### src/rtl/bool_sweep_pkg.sv
// Shared types and widths for the boolean-unit truth-table sweeper.
package bool_sweep_pkg;

  typedef enum logic [1:0] {
    IDLE   = 2'd0,
    SETTLE = 2'd1,
    FINISH = 2'd2
  } state_e;

  localparam int unsigned NUM_VECTORS = 16;
  localparam int unsigned VEC_W       = 4;
  localparam int unsigned CNT_W       = 5;
  localparam int unsigned SET_W       = 8;

  localparam logic [VEC_W-1:0] LAST_VEC = VEC_W'(NUM_VECTORS - 1);

endpackage

### src/rtl/bool_sweep_ctrl_if.sv
// Harness/unit-facing signal bundle of the sweeper; slave is the sweeper side.
interface bool_sweep_ctrl_if;
  import bool_sweep_pkg::*;

  logic                   start;
  logic                   abort;
  logic [NUM_VECTORS-1:0] expected;
  logic                   y_in;
  logic [VEC_W-1:0]       abcd;
  logic                   busy;
  logic                   done;
  logic [NUM_VECTORS-1:0] truth_table;
  logic                   match;
  logic [CNT_W-1:0]       mismatch_count;
  logic [VEC_W-1:0]       first_fail;

  modport master (
    output start, abort, expected, y_in,
    input  abcd, busy, done, truth_table, match, mismatch_count, first_fail
  );

  modport slave (
    input  start, abort, expected, y_in,
    output abcd, busy, done, truth_table, match, mismatch_count, first_fail
  );

endinterface

### src/rtl/bool_sweep_ctrl.sv
// Steps a 4-input boolean unit through all 16 minterms, samples Y after a
// settle hold per vector, and compares the captured truth table to a reference.
module bool_sweep_ctrl
  import bool_sweep_pkg::*;
#(
  parameter int unsigned SETTLE_CYCLES = 2
) (
  input  logic              clk,
  input  logic              rst,
  bool_sweep_ctrl_if.slave  bus
);

  localparam logic [SET_W-1:0] LAST_CNT = SET_W'(SETTLE_CYCLES - 1);

  state_e                 state_q, state_d;
  logic [SET_W-1:0]       cnt_q,   cnt_d;
  logic [VEC_W-1:0]       abcd_q,  abcd_d;
  logic                   busy_q,  busy_d;
  logic                   done_q,  done_d;
  logic [NUM_VECTORS-1:0] tt_q,    tt_d;
  logic                   match_q, match_d;
  logic [CNT_W-1:0]       mmc_q,   mmc_d;
  logic [VEC_W-1:0]       ff_q,    ff_d;
  logic [NUM_VECTORS-1:0] exp_q,   exp_d;
  logic                   miss_c;

  assign miss_c = (bus.y_in != exp_q[abcd_q]);

  // State and result registers
  always_ff @(posedge clk or posedge rst) begin
    if (rst) begin
      state_q <= IDLE;
      cnt_q   <= '0;
      abcd_q  <= '0;
      busy_q  <= 1'b0;
      done_q  <= 1'b0;
      tt_q    <= '0;
      match_q <= 1'b0;
      mmc_q   <= '0;
      ff_q    <= '0;
      exp_q   <= '0;
    end else begin
      state_q <= state_d;
      cnt_q   <= cnt_d;
      abcd_q  <= abcd_d;
      busy_q  <= busy_d;
      done_q  <= done_d;
      tt_q    <= tt_d;
      match_q <= match_d;
      mmc_q   <= mmc_d;
      ff_q    <= ff_d;
      exp_q   <= exp_d;
    end
  end

  // Next-state and result update
  always_comb begin
    state_d = state_q;
    cnt_d   = cnt_q;
    abcd_d  = abcd_q;
    busy_d  = busy_q;
    done_d  = 1'b0;
    tt_d    = tt_q;
    match_d = match_q;
    mmc_d   = mmc_q;
    ff_d    = ff_q;
    exp_d   = exp_q;

    unique case (state_q)
      IDLE: begin
        if (bus.start) begin
          exp_d   = bus.expected;
          tt_d    = '0;
          mmc_d   = '0;
          ff_d    = '0;
          match_d = 1'b0;
          abcd_d  = '0;
          cnt_d   = '0;
          busy_d  = 1'b1;
          state_d = SETTLE;
        end
      end

      SETTLE: begin
        if (bus.abort) begin
          // Abort wins over a coincident sample; partial results stay visible.
          state_d = IDLE;
          abcd_d  = '0;
          cnt_d   = '0;
          busy_d  = 1'b0;
          match_d = 1'b0;
        end else if (cnt_q == LAST_CNT) begin
          tt_d[abcd_q] = bus.y_in;
          if (miss_c) begin
            mmc_d = mmc_q + CNT_W'(1);
            if (mmc_q == '0) begin
              ff_d = abcd_q;
            end
          end
          cnt_d = '0;
          if (abcd_q == LAST_VEC) begin
            state_d = FINISH;
            done_d  = 1'b1;
            match_d = (mmc_d == '0);
          end else begin
            abcd_d = abcd_q + VEC_W'(1);
          end
        end else begin
          cnt_d = cnt_q + SET_W'(1);
        end
      end

      FINISH: begin
        state_d = IDLE;
        abcd_d  = '0;
        cnt_d   = '0;
        busy_d  = 1'b0;
        if (bus.abort) begin
          match_d = 1'b0;
        end
      end

      default: begin
        state_d = IDLE;
        abcd_d  = '0;
        cnt_d   = '0;
        busy_d  = 1'b0;
      end
    endcase
  end

  assign bus.abcd           = abcd_q;
  assign bus.busy           = busy_q;
  assign bus.done           = done_q;
  assign bus.truth_table    = tt_q;
  assign bus.match          = match_q;
  assign bus.mismatch_count = mmc_q;
  assign bus.first_fail     = ff_q;

endmodule
### src/flat_wrapper.sv
// flat-port wrapper written by rule: the top's interface ports become plain ports
module bool_sweep_ctrl_flat import bool_sweep_pkg::*;
#(
  parameter int unsigned SETTLE_CYCLES = 2
)
  (clk, rst, bus_start, bus_abort, bus_expected, bus_y_in, bus_abcd, bus_busy, bus_done, bus_truth_table, bus_match, bus_mismatch_count, bus_first_fail);
  bool_sweep_ctrl_if bus_i ();
  input  logic clk;
  input  logic rst;
  input wire logic [$bits(bus_i.start)-1:0] bus_start;
  input wire logic [$bits(bus_i.abort)-1:0] bus_abort;
  input wire logic [$bits(bus_i.expected)-1:0] bus_expected;
  input wire logic [$bits(bus_i.y_in)-1:0] bus_y_in;
  output wire logic [$bits(bus_i.abcd)-1:0] bus_abcd;
  output wire logic [$bits(bus_i.busy)-1:0] bus_busy;
  output wire logic [$bits(bus_i.done)-1:0] bus_done;
  output wire logic [$bits(bus_i.truth_table)-1:0] bus_truth_table;
  output wire logic [$bits(bus_i.match)-1:0] bus_match;
  output wire logic [$bits(bus_i.mismatch_count)-1:0] bus_mismatch_count;
  output wire logic [$bits(bus_i.first_fail)-1:0] bus_first_fail;
  assign bus_i.start = bus_start;
  assign bus_i.abort = bus_abort;
  assign bus_i.expected = bus_expected;
  assign bus_i.y_in = bus_y_in;
  assign bus_abcd = bus_i.abcd;
  assign bus_busy = bus_i.busy;
  assign bus_done = bus_i.done;
  assign bus_truth_table = bus_i.truth_table;
  assign bus_match = bus_i.match;
  assign bus_mismatch_count = bus_i.mismatch_count;
  assign bus_first_fail = bus_i.first_fail;
  bool_sweep_ctrl #(.SETTLE_CYCLES(SETTLE_CYCLES)) u_core (.clk(clk), .rst(rst), .bus(bus_i));
endmodule
### config.mk
export PLATFORM = sky130hd
export DESIGN_NAME = bool_sweep_ctrl_flat
export DESIGN_NICKNAME = d
export VERILOG_FILES = /design/src/rtl/bool_sweep_pkg.sv /design/src/rtl/bool_sweep_ctrl_if.sv /design/src/rtl/bool_sweep_ctrl.sv /design/src/flat_wrapper.sv
export SDC_FILE = /design/constraint.sdc
export NUM_CORES = 1
export LEC_CHECK = 0
export ABC_AREA = 1
export CAP_MARGIN = 15
export CORE_MARGIN = 2
export CORE_UTILIZATION = 55
export CTS_BUF_LIST = sky130_fd_sc_hd__clkbuf_2
export CTS_CLUSTER_SIZE = 28
export DETAILED_ROUTE_END_ITERATION = 6
export GPL_TIMING_DRIVEN = 1
export PLACE_DENSITY = 0.83
export SYNTH_ARGS = -nofsm -noshare
export SYNTH_HDL_FRONTEND = slang
export SYNTH_SLANG_ARGS = --single-unit
### constraint.sdc
create_clock -name clk -period 2.6 [get_ports clk]
set_input_delay 0.65 -clock clk [delete_from_list [all_inputs] [get_ports clk]]
set_output_delay 0.65 -clock clk [all_outputs]
set_load 0.01 [all_outputs]
After elaboration in Yosys (flattened, before gate mapping)
Index checks and enable logic that the tools add are counted.

storage, ports and cells
  flip-flop bits (word level) = 58
  latch bits = 0
  memory bits (writable) = 0
  ROM bits = 0
  bits of input ports = 21
  output and inout port bits = 32
  logic and storage cells = 91
  memories = 0

cells by class
  add/subtract/negate cells = 3
  multiply operators = 0
  div/mod/pow operators = 0
  $lt $le $gt $ge = 2
  equality and inequality tests = 15
  shifts and indexed selects = 0
  mux-type cells = 48
  bitwise logic cells = 0
  reductions and logical operators = 13

operator list
  cell                                                         count
  two-way mux 16 bit                                           3
  two-way mux 5 bit                                            7
  two-way mux 4 bit                                            8
  one-hot mux 16 bit (2 select lines)                          1
  two-way mux 8 bit                                            3
  bitwise mux 16 bit                                           1
  one-hot mux 4 bit (2 select lines)                           2
  one-hot mux 8 bit (2 select lines)                           1
  two-way mux 1 bit                                            12
  zero test 5 bit                                              2
  one-hot mux 5 bit (2 select lines)                           1
  adder 8 x 1 -> 8 bit (second input constant)                 1
  == test 8 x 1 -> 1 bit (second input constant)               1
  two-way mux 2 bit                                            4
  != test 2 bit (second input constant)                        4
  != test 2 x 1 -> 1 bit (second input constant)               3
  != test 3 x 2 -> 1 bit (second input constant)               2
  AND reduction 3 bit                                          2
  AND reduction 6 bit                                          1
  adder 5 x 1 -> 5 bit (second input constant)                 1
  less-than comparator 4 x 5 -> 1 bit (second input constant)  1
  AND reduction 5 bit                                          1
  adder 4 x 1 -> 4 bit (second input constant)                 1
  binary-select mux 1 bit (select 4 bit)                       1
  other kinds (16)                                             17

Logic depth before layout (Yosys ltp)
Gate-level depths: netlist (run 1).

  depth after elaboration = 12
  depth in mapped cells = 16
  gate-level depth less buffers = 15

Worst setup path before layout (run 1)
Ideal clock, no wire load.

  path kind = register to register
  start point = register u_core.abcd_q[1] (netlist: u_core.bus.abcd[1])
  end point = register u_core.abcd_q[3] (netlist: u_core.bus.abcd[3])
  library setup time = 0.123 ns
  arrival time = 1.507 ns
  data required time = 2.477 ns
  path slack = 0.970 ns
  cell stages (with the launch flop) = 10
  buffers on the path = 0
  period minus slack after synthesis = 1.630 ns
  path through = dfrtp_1 > ha_1 > inv_1 > nor2_1 > inv_1 > nor2_1 > nor2_4 > nand4_1 > xor2_1 > a21oi_1

between the ends
  word-level cells in the longest chain between the ends = 5
  elaborated cells between the ends (all ways) = 8
  those cells by class = add/sub: 1; eq/ne: 2; mux: 4; reduce/logical: 1

RTL lines
  element                             RTL line                RTL
  start: declaration                  bool_sweep_ctrl.sv:17   logic [VEC_W-1:0] abcd_q, abcd_d;
  start signal: assignment            bool_sweep_ctrl.sv:34   abcd_q <= '0;
  start signal: assignment            bool_sweep_ctrl.sv:45   abcd_q <= abcd_d;
  adder 4 x 1 -> 4 bit                bool_sweep_ctrl.sv:106  abcd_d = abcd_q + VEC_W'(1);
  two-way mux 4 bit                   bool_sweep_ctrl.sv:101  if (abcd_q == LAST_VEC) begin
  two-way mux 4 bit                   bool_sweep_ctrl.sv:92   end else if (cnt_q == LAST_CNT) begin
  two-way mux 4 bit                   bool_sweep_ctrl.sv:85   if (bus.abort) begin
  one-hot mux 4 bit (2 select lines)  bool_sweep_ctrl.sv:69   unique case (state_q)

Parallel ways exist; a longest one is shown, timed or not. The select of a mux whose other input is x is not followed.
A chain may end at the register's enable or synchronous reset.

Final worst setup path (run 1)
  start point = register u_core.abcd_q[0] (netlist: u_core.bus.abcd[0])
  end point = output port bus_abcd[0]

RTL lines
  element           RTL line            RTL
  end: declaration  flat_wrapper.sv:14  output wire logic [$bits(bus_i.abcd)-1:0] bus_abcd;

No word-level cell between the ends.

==> results of run 1 <==
==> stage by stage <==
step	instances	setup slack, ps	total power [W]
floorplan	370	522	0.00254
global placement	488	415	0.00298
detailed placement	488	360	0.00303
CTS	501	160	0.00344
global route	501	118	0.00373
finish	502	182	0.00345
==> sequential cells by signal, summed over array words and instances, names as in the netlist <==
signal,count
u_core.bus.match,1
u_core.cnt_q,8
u_core.bus.mismatch_count,5
u_core.bus.busy,1
u_core.state_q,2
u_core.bus.first_fail,4
u_core.bus.done,1
u_core.bus.abcd,4
u_core.bus.truth_table,16
u_core.exp_q,16
==> final timing paths <==
path                       cells past startpoint                                endpoint  slack (ps)
max                                            2                             bus_abcd[0]         180
min reg2reg                                    1             u_core.cnt_q[7]$_DFFE_PP0N_         490
max in group asynchronous                      3  u_core.bus.truth_table[15]$_DFFE_PP0P_        1820
min in group asynchronous                      3             u_core.exp_q[3]$_DFFE_PP0P_         510
min                                            1             u_core.cnt_q[7]$_DFFE_PP0N_         490
max reg2reg                                   14    u_core.bus.first_fail[0]$_DFFE_PP0P_         630
==> power breakdown <==
part | internal [W] | switching, W | total, W | leakage, nW
Combinational | 0.000633 | 0.00110 | 0.00173 | 0.910
Clock | 0.000113 | 0.000305 | 0.000418 | 0.0488
Sequential | 0.00113 | 0.000163 | 0.00129 | 0.773
==> routing by layer <==
metal	part of all wire, %	vias to the layer above	track usage, %
li1	-	1321	-
met1	46	1261	33.4
met2	47	90	37.8
met3	4.6	18	4.20
met4	2.4	0	12.9
met5	0	-	0
==> kinds of logic (layout without fill, tap and decap cells) <==
kind of cell               after synthesis  in the layout
and+or+nand+nor                        159            159
buffers and inverters                   63            122
adders and majority gates                8              8
xor gates and xnor gates                 5              5
other                                    0              1
AOI/OAI and AO/OA                       77             77
DFF                                     58             58
==> synth_stat cells (all sizes together), types with 3 or more instances <==
| library cell | number | area, um2 |
|---|---|---|
| nand4 | 4 | 31.3 |
| inv | 52 | 205 |
| nand2 | 94 | 393 |
| nor2 | 38 | 176 |
| a32o | 14 | 140 |
| a21oi | 11 | 55.1 |
| dfrtp | 58 | 1450 |
| o21ai | 48 | 240 |
| ha | 8 | 100 |
| nor3 | 3 | 20.0 |
| xor2 | 5 | 43.8 |
| nand3 | 19 | 95.1 |
| buf | 6 | 58.8 |
| clkbuf | 4 | 15.0 |
==> final cells by class <==
cell class | instances | area (um2)
fill | 462 | 1750
sequential | 58 | 1450
multi-input combinational | 249 | 1330
timing repair buffer | 56 | 563
inverter | 53 | 221
tap | 72 | 90.1
clock buffer | 11 | 55.1
clock inverter | 2 | 7.51
antenna | 1 | 2.50
==> impl_metrics.csv, run 1 <==
group,metric,value,unit
run_status,status,"finished clean",
yosys,syn_area,3080,um2
routing,first_iter_violations,265,
timing,slew_violations,0,
yosys,netlist_instances,370,
critical_path,rr_startpoint,"u_core.bus.abcd[0]$_DFFE_PP0P_",
power_and_ir_drop,ir_drop,0.507,mV
clocking,cts_setup_buffers,0,
clocking,cts_buffers,9,
clocking,cts-hold-fix-buffers,0,
routing,vias,2690,
min_path,min-delay-start,"u_core.cnt_q[7]$_DFFE_PP0N_",
critical_path,critPathMaxStageDelay,540,ps
die,dieArea,6220,um2
global_routing,overflow,0,
critical_path,startpoint,"u_core.bus.abcd[0]$_DFFE_PP0P_",
finish,final_nets,456,
yosys,synthFlopType,"dfrtp_1",
yosys,synth.distinct_cells,35,
clocking,cts_tree,"done",
finish,final_cell_area,3720,um2
placed_design,postPlaceCellArea,3660,um2
global_routing,grt_pass1_vias,2620,
flow_run,cap_violations,0,
timing,period_needed,2420,ps
routing,dr.pass1.iters,5,
timing,setup_viol,0,
finish,areaGrowthSynthToFinish,20.9,%
yosys,synth_nets,399,
finish,layout-drive-gt1-share,8.62,%
routing,routed_wl,6950,um
clocking,cts_resized,0,
timing,max_clock_freq,0.414,GHz
clocking,h-tree-depth,3,
power_and_ir_drop,leakagePower,1.73,nW
timing,hold_slack,489,ps
finish,fin_util,68.1,%
global_routing,antenna_found_initial,0,
min_path,worstHoldPathType,"flip-flop to flip-flop",
critical_path,crit_fanout,8,
critical_path,worst_setup_path_start_kind,"flip-flop",
yosys,yosysWarningCount,0,
yosys,synth_edf_count,0,
timing,fin_crit_sh,93.0,%
critical_path,crit_arrival,1770,ps
power_and_ir_drop,power_density,925,nW/um2
clocking,root_buffer,"clkbuf_2",
routing,drc,0,
clocking,clock_latency,480,ps
routing,ant_nets,0,
critical_path,critPathBufInv,2,
yosys,ys_seq_elements,58,
yosys,synthXorXnorAreaFrac,1.42,%
critical_path,path_class,"flip-flop to primary output",
critical_path,worstPathRequired,1950,ps
global_routing,gr-usage-all-layers,24.5,%
timing,relSlewSlack,74.6,%
timing,tns,0,ps
die,rows,27,
clocking,cts.sinks,58,
yosys,synth_top_family_by_area,"simple AND/OR/NAND/NOR gates",
timing,fin_skew,22.6,ps
routing,wl_per_cell,13.9,um
placed_design,dp.final_hpwl,4890,um
yosys,async_reset_ff_share,100,%
global_routing,grt_first_pass_wirelength,11900,um
yosys,synth_area_per_cell,8.33,um2
die,die_y,78.8,um
placed_design,place_congestion,0.901,
die,io_pins,53,
critical_path,path_cells,"buf_4, clkdlybuf4s50_1",
yosys,synth_simple_gate_area_share,23.5,%
timing,hold_viol,0,
critical_path,cp-end-kind,"primary output",
yosys,ys_seq_area_share,47.1,%
clocking,clkTransAtPathRegs,150,ps
timing,tightest_slew,381,ps
die,die_x,78.8,um
yosys,synth_fa_ha_area_share,3.25,%
routing,via_per_inst,5.36,
timing,rsz0062_at_grt,"no",
critical_path,critPathSlowestCell,"clkdlybuf4s50_1",
critical_path,cp_top_family,"buffers and inverters",
yosys,synthMuxAreaShare,0,%
yosys,synth_compound_area_share,15.2,%
clocking,cts.path.max_buffers,2,
die,coreArea,5470,um2
die,initial_utilization,56.3,%
finish,final_common_cell,"nand2_1",
global_routing,grt_start_max_net_pins,59,
finish,final_cell_mix,"nand2_1, dfrtp_1, clkdlybuf4s50_1",
placed_design,port_buffers,52,
Note: power is estimated with default switching activity, not from simulation.
==> run 2: changes to the inputs <==
--- a/config.mk
+++ b/config.mk
@@ -14,6 +14,7 @@
 export DETAILED_ROUTE_END_ITERATION = 6
 export GPL_TIMING_DRIVEN = 1
 export PLACE_DENSITY = 0.83
+export RECOVER_POWER = 100
 export SYNTH_ARGS = -nofsm -noshare
 export SYNTH_HDL_FRONTEND = slang
 export SYNTH_SLANG_ARGS = --single-unit
==> impl_metrics.csv, run 2 (same netlist as run 1, synthesis figures left out) <==
group,metric,value,unit
die,die_x,78.8,um
placed_design,dp.final_hpwl,4890,um
clocking,cts_setup_buffers,0,
min_path,worstHoldPathType,"flip-flop to flip-flop",
finish,regArea,1450,um2
timing,setup_viol,0,
routing,ant_nets,0,
routing,drc,0,
die,io_pins,53,
routing,dr.pass1.iters,5,
routing,via_per_inst,5.41,
critical_path,cp-end-kind,"primary output",
global_routing,use_met1,33.4,%
finish,areaGrowthSynthToFinish,18.1,%
timing,period_needed,2450,ps
clocking,clock_latency,480,ps
flow_run,cap_violations,0,
global_routing,grt_use_met3,4.20,%
timing,fin_crit_sh,94.2,%
finish,final_common_cell,"nand2_1",
critical_path,critPathSlowestCell,"clkdlybuf4s50_1",
die,dieArea,6220,um2
timing,hold_viol,0,
power_and_ir_drop,power_density,911,nW/um2
clocking,cts-hold-fix-buffers,0,
finish,final_nets,456,
timing,relSlewSlack,5.60,%
power_and_ir_drop,ir_drop,0.486,mV
finish,layout-drive-gt1-share,5.59,%
critical_path,crit_fanout,8,
global_routing,gr-usage-all-layers,24.5,%
critical_path,critPathMaxStageDelay,560,ps
timing,rsz0062_at_grt,"no",
finish,final_cell_mix,"nand2_1, dfrtp_1, inv_1",
run_status,status,"finished clean",
global_routing,grt_first_pass_wirelength,11900,um
routing,first_iter_violations,216,
global_routing,antenna_found_initial,0,
global_routing,overflow,0,
placed_design,port_buffers,52,
global_routing,grt_start_max_net_pins,59,
routing,routed_wl,6910,um
clocking,cts_tree,"done",
critical_path,crit_arrival,1800,ps
global_routing,busiest_layer,"met2",
clocking,clkTransAtPathRegs,150,ps
timing,max_clock_freq,0.408,GHz
global_routing,use_met2,37.8,%
power_and_ir_drop,leakagePower,1.80,nW
clocking,h-tree-depth,3,
finish,multi_input_area,1270,um2
critical_path,r2r_slack,280,ps
timing,tightest_slew,1420,ps
critical_path,path_cells,"clkbuf_2, clkdlybuf4s50_1",
timing,tns,0,ps
clocking,cts_resized,0,
routing,vias,2716,
critical_path,worst_setup_path_start_kind,"flip-flop",
finish,final_cell_area,3640,um2
placed_design,postPlaceCellArea,3660,um2
critical_path,cp_top_family,"buffers and inverters",
routing,wl_per_cell,13.8,um
clocking,cts_buffers,9,
die,initial_utilization,56.3,%
clocking,root_buffer,"clkbuf_2",
finish,nFillCells,484,
critical_path,path_class,"flip-flop to primary output",
critical_path,critPathBufInv,2,
clocking,cts.sinks,58,
placed_design,place_congestion,0.901,
timing,fin_skew,18.4,ps
timing,slew_violations,0,
critical_path,worstPathRequired,1950,ps
clocking,cts.path.max_buffers,2,
die,die_y,78.8,um
global_routing,grt_pass1_vias,2620,
die,rows,27,
die,coreArea,5470,um2
[run 2: power breakdown]
group / total [W] / switching, W / leakage [nW] / internal (W)
logic: 0.00161 / 0.00105 / 0.973 / 0.000558
clock network: 0.000418 / 0.000305 / 0.0488 / 0.000113
registers: 0.00129 / 0.000156 / 0.773 / 0.00113
total: 0.00331 / 0.00151 / 1.80 / 0.00180
[run 2: final cells by class]
| cell class | instances | share of cell area [%] |
|---|---|---|
| flip-flops and latches | 58 | 39.9 |
| inverters | 53 | 6.09 |
| repair buffers | 56 | 14.9 |
| clock buffers | 11 | 1.51 |
| well taps | 72 | 2.48 |
| diodes | 1 | 0.0688 |
| clock inverters | 2 | 0.206 |
| multi-input cells | 249 | 34.8 |
[run 2: path summary, 6_finish.rpt]
path                                                start                                endpoint  cells past startpoint
max in group asynchronous                             rst  u_core.bus.truth_table[15]$_DFFE_PP0P_                      3
max                        u_core.bus.abcd[0]$_DFFE_PP0P_                             bus_abcd[0]                      2
min reg2reg                   u_core.cnt_q[7]$_DFFE_PP0N_             u_core.cnt_q[7]$_DFFE_PP0N_                      1
min in group asynchronous                             rst            u_core.exp_q[10]$_DFFE_PP0P_                      3
max reg2reg                 u_core.state_q[1]$_DFFE_PP0P_  u_core.bus.truth_table[13]$_DFFE_PP0P_                      9
min                           u_core.cnt_q[7]$_DFFE_PP0N_             u_core.cnt_q[7]$_DFFE_PP0N_                      1
[run 2: layer usage]
metal / routed length [um] / up-vias
met5: 0 / -
met4: 162 / 0
met3: 295 / 18
met2: 3210 / 80
met1: 3250 / 1295
li1: - / 1323
[run 2: metrics by stage]
stage          instances  setup WS (ps)  power [W]  utilization, %  hold slack, ps
6_report             502            152    0.00331            66.5             489
2_1_floorplan        370            522    0.00254               -             434
4_1_cts              501            160    0.00344            68.0             487
3_5_place_dp         488            360    0.00303            66.9             468
5_1_grt              501           79.2    0.00359            66.4             525
3_3_place_gp         488            415    0.00298            66.9             456
